**src/rtl/reg_file_pkg.sv**
```systemverilog
// Shared definitions for the multi-port register file: clear-sequencer state
// encoding and an address-width helper.
package reg_file_pkg;

    typedef enum logic [1:0] {
        ST_IDLE  = 2'd0,
        ST_CLEAR = 2'd1,
        ST_DONE  = 2'd2
    } clear_state_t;

    // Smallest r with 2**r >= value; lets users derive ADDR_BITS from a depth.
    function automatic int clog2(input int value);
        int r;
        r = 0;
        while ((1 << r) < value) begin
            r = r + 1;
        end
        return r;
    endfunction

endpackage

```
**src/rtl/reg_file_clear_seq.sv**
```systemverilog
// Soft-clear sequencer: walks clear_ptr over every entry, one per cycle,
// and stalls writers while doing so. All outputs are registered.
module reg_file_clear_seq
    import reg_file_pkg::*;
#(
    parameter int ADDR_BITS = 2
) (
    input  logic                 clk,
    input  logic                 reset,
    input  logic                 clear_req,
    output logic                 clear_en,
    output logic [ADDR_BITS-1:0] clear_addr,
    output logic                 busy,
    output logic                 done,
    output logic                 wr_ready
);

    localparam logic [ADDR_BITS-1:0] LAST_ADDR = {ADDR_BITS{1'b1}};

    clear_state_t         state;
    logic [ADDR_BITS-1:0] clear_ptr;

    always_ff @(posedge clk or posedge reset) begin
        if (reset) begin
            state     <= ST_IDLE;
            clear_ptr <= '0;
            clear_en  <= 1'b0;
            busy      <= 1'b0;
            done      <= 1'b0;
            wr_ready  <= 1'b1;
        end else begin
            case (state)
                ST_CLEAR: begin
                    if (clear_ptr == LAST_ADDR) begin
                        state     <= ST_DONE;
                        clear_ptr <= '0;
                        clear_en  <= 1'b0;
                        busy      <= 1'b0;
                        done      <= 1'b1;
                        wr_ready  <= 1'b1;
                    end else begin
                        clear_ptr <= clear_ptr + 1'b1;
                    end
                end
                // IDLE and DONE both take a new request; any illegal code lands here too.
                default: begin
                    done <= 1'b0;
                    if (clear_req) begin
                        state     <= ST_CLEAR;
                        clear_ptr <= '0;
                        clear_en  <= 1'b1;
                        busy      <= 1'b1;
                        wr_ready  <= 1'b0;
                    end else begin
                        state <= ST_IDLE;
                    end
                end
            endcase
        end
    end

    assign clear_addr = clear_ptr;

endmodule

```
**src/rtl/reg_file_mp.sv**
```systemverilog
// Multi-port register file: NUM_READ combinational reads, two prioritised
// write ports, optional write-through bypass, optional zero register, soft clear.
module reg_file_mp
    import reg_file_pkg::*;
#(
    parameter int DATA_WIDTH = 8,
    parameter int ADDR_BITS  = 2,
    parameter int NUM_READ   = 2,
    parameter int BYPASS     = 1,
    parameter int ZERO_REG   = 0
) (
    input  logic                            clk,
    input  logic                            reset,
    input  logic                            wr0_valid,
    input  logic [ADDR_BITS-1:0]            wr0_addr,
    input  logic [DATA_WIDTH-1:0]           wr0_data,
    input  logic                            wr1_valid,
    input  logic [ADDR_BITS-1:0]            wr1_addr,
    input  logic [DATA_WIDTH-1:0]           wr1_data,
    output logic                            wr_ready,
    input  logic [NUM_READ*ADDR_BITS-1:0]   rd_addr,
    output logic [NUM_READ*DATA_WIDTH-1:0]  rd_data,
    input  logic                            clear_req,
    output logic                            clear_busy,
    output logic                            clear_done
);

    localparam int DEPTH = 2 ** ADDR_BITS;

    logic [DATA_WIDTH-1:0] mem [DEPTH];
    logic                  clear_en;
    logic [ADDR_BITS-1:0]  clear_addr;
    logic                  wr0_acc;
    logic                  wr1_acc;

    reg_file_clear_seq #(
        .ADDR_BITS (ADDR_BITS)
    ) u_clear_seq (
        .clk        (clk),
        .reset      (reset),
        .clear_req  (clear_req),
        .clear_en   (clear_en),
        .clear_addr (clear_addr),
        .busy       (clear_busy),
        .done       (clear_done),
        .wr_ready   (wr_ready)
    );

    // Writes to the zero register are dropped at acceptance so they cannot reach the bypass either.
    assign wr0_acc = wr0_valid && wr_ready && !((ZERO_REG != 0) && (wr0_addr == '0));
    assign wr1_acc = wr1_valid && wr_ready && !((ZERO_REG != 0) && (wr1_addr == '0));

    always_ff @(posedge clk or posedge reset) begin
        if (reset) begin
            for (int i = 0; i < DEPTH; i++) begin
                mem[i] <= '0;
            end
        end else if (clear_en) begin
            mem[clear_addr] <= '0;
        end else begin
            for (int i = 0; i < DEPTH; i++) begin
                if (wr1_acc && (wr1_addr == ADDR_BITS'(i))) begin
                    mem[i] <= wr1_data;
                end else if (wr0_acc && (wr0_addr == ADDR_BITS'(i))) begin
                    mem[i] <= wr0_data;
                end
            end
        end
    end

    for (genvar k = 0; k < NUM_READ; k++) begin : g_rd
        logic [ADDR_BITS-1:0]  addr;
        logic [DATA_WIDTH-1:0] val;

        assign addr = rd_addr[k*ADDR_BITS +: ADDR_BITS];

        always_comb begin
            val = mem[addr];
            if ((ZERO_REG != 0) && (addr == '0)) begin
                val = '0;
            end else if ((BYPASS != 0) && wr1_acc && (wr1_addr == addr)) begin
                val = wr1_data;
            end else if ((BYPASS != 0) && wr0_acc && (wr0_addr == addr)) begin
                val = wr0_data;
            end
        end

        assign rd_data[k*DATA_WIDTH +: DATA_WIDTH] = val;
    end

endmodule

```
**config.mk**
```make
export PLATFORM = sky130hd
export DESIGN_NAME = reg_file_mp
export DESIGN_NICKNAME = d
export VERILOG_FILES = /design/src/rtl/reg_file_pkg.sv /design/src/rtl/reg_file_clear_seq.sv /design/src/rtl/reg_file_mp.sv
export SDC_FILE = /design/constraint.sdc
export NUM_CORES = 1
export LEC_CHECK = 0
export ABC_AREA = 1
export CORE_MARGIN = 2
export CORE_UTILIZATION = 40
export CTS_CLUSTER_SIZE = 16
export DETAILED_ROUTE_END_ITERATION = 6
export SYNTH_ARGS = -nofsm -noshare
export SYNTH_HDL_FRONTEND = slang
export SYNTH_SLANG_ARGS = --single-unit
export TNS_END_PERCENT = 100
```
**constraint.sdc**
```tcl
create_clock -name clk -period 4.7 [get_ports clk]
set_clock_uncertainty 0.2 [all_clocks]
set_input_delay 0.47 -clock clk [delete_from_list [all_inputs] [get_ports clk]]
set_output_delay 0.47 -clock clk [all_outputs]
set_load 0.1 [all_outputs]
```
==> results.sh, run 1 <==
export IMPL_avgViaCountPerCell=5.27
export IMPL_synthDistinctLibCells=23
export IMPL_synth_seq_cells=38
export IMPL_period_needed_ns=3.55
export IMPL_port_buffer_count=47
export IMPL_cts_resized=0
export IMPL_power_density_nw_per_um2=550
export IMPL_antennaDiodeCount=0
export IMPL_busiest_layer="met1"
export IMPL_path_max_fanout=19
export IMPL_setup_violations_final=0
export IMPL_cap_violations=0
export IMPL_ys_seq_area_frac=0.309
export IMPL_via_count=3400
export IMPL_grt_max_degree=39
export IMPL_fmax_mhz=282
export IMPL_crit_required_ns=4.03
export IMPL_clkLatencyLatePin_ns=0.29
export IMPL_cts_buffers=5
export IMPL_ios=48
export IMPL_die_area_um2=8420
export IMPL_filler_cell_count=800
export IMPL_grtUsageMet3=0.0370
export IMPL_startpoint_type="input port"
export IMPL_timing_worst_setup_path_type="input port to output port"
export IMPL_syn_inst=504
export IMPL_finalWirelength_mm=10.5
export IMPL_cts_htree_levels=2
export IMPL_dp_slack_ns=1.21
export IMPL_drtAntennaViolNets=0
export IMPL_met1_usage=0.372
export IMPL_clkTransAtPathRegs_ns=0.08
export IMPL_arrival_ns=2.88
export IMPL_grt_pass1_wl_mm=16.3
export IMPL_place_congestion=0.919
export IMPL_hp_class="flop to flop"
export IMPL_drc=0
export IMPL_max_slew_margin_rel=0.354
export IMPL_grt_use_total=0.250
export IMPL_clk_path_buf_depth=2
export IMPL_ys_warn_count=0
export IMPL_first_global_vias=2961
export IMPL_outcome="finished, final reports clean"
export IMPL_rsz0062_at_grt="false"
export IMPL_yosys_area_top_type="nand2_1"
export IMPL_dpl_hpwl_mm=7.92
export IMPL_cts_root_buf="clkbuf_8"
export IMPL_die_y_um=91.7
export IMPL_drtIter0Drc=271
export IMPL_cts_hold_buf=0
export IMPL_syn_area_um2=3080
export IMPL_ir_drop_mv=0.307
export IMPL_final_period_utilization=0.755
export IMPL_postCtsSetupRepairBufs=0
export IMPL_drtPass1Iterations=5
export IMPL_clock_sink_count=38
export IMPL_synth_nets=537
export IMPL_core_um2=7370
export IMPL_met2_usage=0.367
export IMPL_syn_to_final_growth_pct=18.9
export IMPL_worst_pin_slew_ns=0.966
export IMPL_critPathCaptureType="output port"
export IMPL_layout_drive_gt1_share=0.103
export IMPL_cts_tree="yes"
export IMPL_avgSynthCellArea_um2=6.11
export IMPL_die_w_um=91.7
export IMPL_setup_ws_ns=1.15
export IMPL_tns_ns=0
export IMPL_wire_per_inst_um=16.2
export IMPL_final_hold_violation_count=0
export IMPL_fp_row_count=31
export IMPL_final_nets=578
export IMPL_grt_ovfl_total=0
export IMPL_grt_antenna_before_repair=0
export IMPL_initial_core_util=0.418
export IMPL_slew_violations=0
export IMPL_power_leakage_uw=0.00192
export IMPL_synth_top_area_share=0.306
export IMPL_synth_top_cells_by_area="nand2_1 31%, dfrtp_1 30%, nand3_1 12%"
[cell usage in the layout, fill, tap and decap left out, drive strengths merged]
master	count
nand2	258
nand3	82
dfrtp	37
o21ai	34
inv	33
clkdlybuf4s50	31
buf	19
nand4	17
nor2	7
a21oi	6
clkbuf	5
clkinv	5
ha	4
or2	3
xnor2	2
a22o	1
clkinvlp	1
dfstp	1
[power by group]
group          internal [uW]  switching, uW
Combinational            306            885
Sequential               453            132
Clock                    104            132
Total                    864           1150
[logic make-up (layout without fill, tap and decap cells)]
kind of cell	after synthesis	in the layout	share of synthesized area
fa+ha+maj	4	4	0.0163
buf+inv	52	94	0.0715
xor+xnor	2	2	0.00569
compound gates	41	41	0.0788
flops	38	38	0.309
simple gates	367	367	0.518
[through the flow]
| step | util | hold WS [ns] | total power [uW] | area (um^2) | cells |
|---|---|---|---|---|---|
| 6_report | 0.497 | 0.317 | 2010 | 3660 | 645 |
| 5_1_grt | 0.497 | 0.338 | 2150 | 3660 | 645 |
| 4_1_cts | 0.497 | 0.319 | 2020 | 3660 | 645 |
| 3_5_place_dp | 0.485 | 0.296 | 1780 | 3570 | 637 |
| 3_3_place_gp | 0.485 | 0.294 | 1770 | 3570 | 637 |
| 2_1_floorplan | - | 0.263 | 1470 | 3080 | 504 |
[cell type report]
class | instances | area, um^2 | share of cell area
clock buffer | 5 | 68.8 | 0.0188
clock inverter | 3 | 21.3 | 0.00581
inverter | 36 | 135 | 0.0369
multi-input combinational | 414 | 1910 | 0.521
sequential | 38 | 952 | 0.260
tap | 99 | 124 | 0.0338
timing repair buffer | 50 | 453 | 0.124
[worst paths after layout]
check | from | cells past startpoint | end | slack (ns)
setup / recovery | rd_addr[0] | 8 | rd_data[7] | 1.15
hold / removal | mem[12] | 2 | mem[12] | 0.32
setup reg to reg | u_clear_seq.clear_en | 5 | mem[27] | 2.49
hold reg to reg | mem[12] | 2 | mem[12] | 0.32
max in group asynchronous | reset | 3 | u_clear_seq.wr_ready | 3.52
min in group asynchronous | reset | 3 | mem[6] | 0.39
[worst max-delay path, cell delays in order]
cell	delay, ns
clkdlybuf4s50_1	0.97
inv_2	0.33
a21oi_1	0.25
nand3_2	0.21
clkinv_1	0.21
nand2_1	0.08
nand2_1	0.07
buf_4	0.28
[Yosys cell counts, drive strengths merged]
library cell  instances
clkinv                3
nand4                17
nand3                82
nand2               258
o21ai                34
buf                  14
clkbuf                2
a21oi                 6
a22o                  1
inv                  33
or2                   3
dfstp                 1
dfrtp                37
nor2                  7
ha                    4
xnor2                 2
[registers in the layout (all words and copies together) (netlist names)]
| register | cells |
|---|---|
| mem | 32 |
| u_clear_seq.clear_en | 1 |
| u_clear_seq.clear_addr | 2 |
| u_clear_seq.state | 2 |
| u_clear_seq.wr_ready | 1 |
[metal layers]
metal / share of wire / vias to the layer above
met5: 0 / -
met4: 0.030 / 0
met3: 0.072 / 21
met2: 0.44 / 142
met1: 0.46 / 1525
li1: - / 1712
Note: power is estimated with default switching activity, not from simulation.
==> run 2: changes to the inputs <==
Clock period 4.7 ns to 3.5 ns, I/O delays scaled along.
==> results.sh, run 2 (synthesis results as in run 1) <==
export IMPL_worst_pin_slew_ns=0.966
export IMPL_layout_area_seq_um2=952
export IMPL_cts_tree="yes"
export IMPL_cts_buffers=5
export IMPL_outcome="finished, final reports clean"
export IMPL_grt_max_degree=39
export IMPL_rsz0062_at_grt="false"
export IMPL_critPathMostFrequentCell="nand2_1"
export IMPL_final_nets=581
export IMPL_antennaDiodeCount=0
export IMPL_power_leakage_uw=0.00203
export IMPL_grt_antenna_before_repair=0
export IMPL_cp_slowest_cell="clkdlybuf4s50_1"
export IMPL_hp_class="input port to async pin"
export IMPL_clk_path_buf_depth=2
export IMPL_filler_cell_count=761
export IMPL_final_period_utilization=0.827
export IMPL_ir_drop_mv=0.492
export IMPL_initial_core_util=0.418
export IMPL_port_buffer_count=47
export IMPL_r2r_cells=7
export IMPL_die_y_um=91.7
export IMPL_finalWirelength_mm=10.7
export IMPL_cp_depth=8
export IMPL_fmax_mhz=345
export IMPL_crit_required_ns=2.95
export IMPL_startpoint_type="input port"
export IMPL_die_area_um2=8420
export IMPL_postCtsSetupRepairBufs=0
export IMPL_dp_slack_ns=0.659
export IMPL_setup_violations_final=0
export IMPL_largest_reg_flops=32
export IMPL_drtAntennaViolNets=0
export IMPL_holdWs_ns=0.280
export IMPL_power_density_nw_per_um2=787
export IMPL_final_common_cell="nand2_1"
export IMPL_crit_chain="clkdlybuf4s50_1 > inv_2 > a21oi_4 > nand3_2 > nand2_1 > nand3_1 > nand2_1 > buf_12"
export IMPL_clkTransAtPathRegs_ns=0.09
export IMPL_top_register="mem"
export IMPL_avgViaCountPerCell=5.40
export IMPL_clock_sink_count=38
export IMPL_cap_violations=0
export IMPL_wire_per_inst_um=16.5
export IMPL_worst_path_dominant_cell_family="buffers and inverters"
export IMPL_timing_worst_setup_path_type="input port to output port"
export IMPL_layout_common_cells="251 x nand2_1, 75 x nand3_1, 37 x dfrtp_1, 34 x o21ai_0, 30 x clkdlybuf4s50_1"
export IMPL_arrival_ns=2.35
export IMPL_grt_use_total=0.250
export IMPL_place_congestion=1.01
export IMPL_tns_ns=0
export IMPL_crit_buf_inv=3
export IMPL_drtIter0Drc=450
export IMPL_path_max_fanout=18
export IMPL_critPathCaptureType="output port"
export IMPL_ios=48
export IMPL_via_count=3500
export IMPL_die_w_um=91.7
export IMPL_period_needed_ns=2.90
export IMPL_max_slew_margin_rel=0.354
export IMPL_clkLatencyLatePin_ns=0.30
export IMPL_core_um2=7370
export IMPL_syn_to_final_growth_pct=27.6
export IMPL_fp_row_count=31
export IMPL_layout_drive_gt1_share=0.109
export IMPL_cts_hold_buf=0
export IMPL_setup_ws_ns=0.605
export IMPL_grt_pass1_wl_mm=16.4
export IMPL_dpl_hpwl_mm=8.00
export IMPL_cts_resized=0
export IMPL_multiInputGateArea_um2=1910
export IMPL_drtPass1Iterations=5
export IMPL_grt_ovfl_total=0
export IMPL_cts_htree_levels=2
export IMPL_cts_root_buf="clkbuf_8"
export IMPL_drc=0
export IMPL_cp_slowest_stage_delay_ns=0.72
export IMPL_slew_violations=0
export IMPL_first_global_vias=3007
export IMPL_final_hold_violation_count=0
==> run 2: changes by cell type in the layout (fill, tap and decap cells not counted), sizes merged <==
cell | before | now
bufinv | 0 | 2
clkdlybuf4s50 | 31 | 30
buf | 19 | 23
clkinvlp | 1 | 0
clkinv | 5 | 4
==> run 2: worst register-to-register path, delay by kind of cell (launching register included) <==
kind,cells,cell delay (ns)
simple gates,6,1.09
flops,1,0.61
buf+inv,1,0.10
==> run 2: area by class of cell <==
| cell class | instances | share of cell area |
|---|---|---|
| Timing Repair Buffer | 53 | 0.171 |
| Multi-Input combinational cell | 414 | 0.485 |
| Inverter | 36 | 0.0344 |
| Clock buffer | 5 | 0.0175 |
| Sequential cell | 38 | 0.242 |
| Clock inverter | 3 | 0.0175 |
| Tap cell | 99 | 0.0315 |
==> run 2: power breakdown <==
| part | switching (uW) | internal [uW] | leakage [uW] |
|---|---|---|---|
| Clock | 187 | 286 | 0.0000683 |
| Sequential | 189 | 609 | 0.000492 |
| Combinational | 1250 | 576 | 0.00146 |
==> run 2: stage by stage <==
step | power, uW | util | instances | area, um^2
final | 3090 | 0.533 | 648 | 3930
after global routing | 3260 | 0.533 | 648 | 3930
after CTS | 3090 | 0.533 | 648 | 3930
after detailed placement | 2610 | 0.514 | 640 | 3790
after global placement | 2590 | 0.514 | 640 | 3790
after floorplan | 1980 | - | 504 | 3080
==> run 2: routing by layer <==
layer  wire [um]  up-vias  global-route usage
li1            -     1718                   -
met3         939       22              0.0411
met1        4930     1594               0.371
met5           0        -                   0
met2        4550      166               0.368
met4         251        0              0.0796
==> run 2: final timing paths <==
kind | start | to | slack (ns)
min | reset | mem[0] | 0.28
max in group asynchronous | reset | u_clear_seq.wr_ready | 2.44
max reg2reg | u_clear_seq.wr_ready | mem[4] | 1.39
max | rd_addr[2] | rd_data[9] | 0.60
min in group clk | mem[5] | mem[5] | 0.32
min reg2reg | mem[5] | mem[5] | 0.32
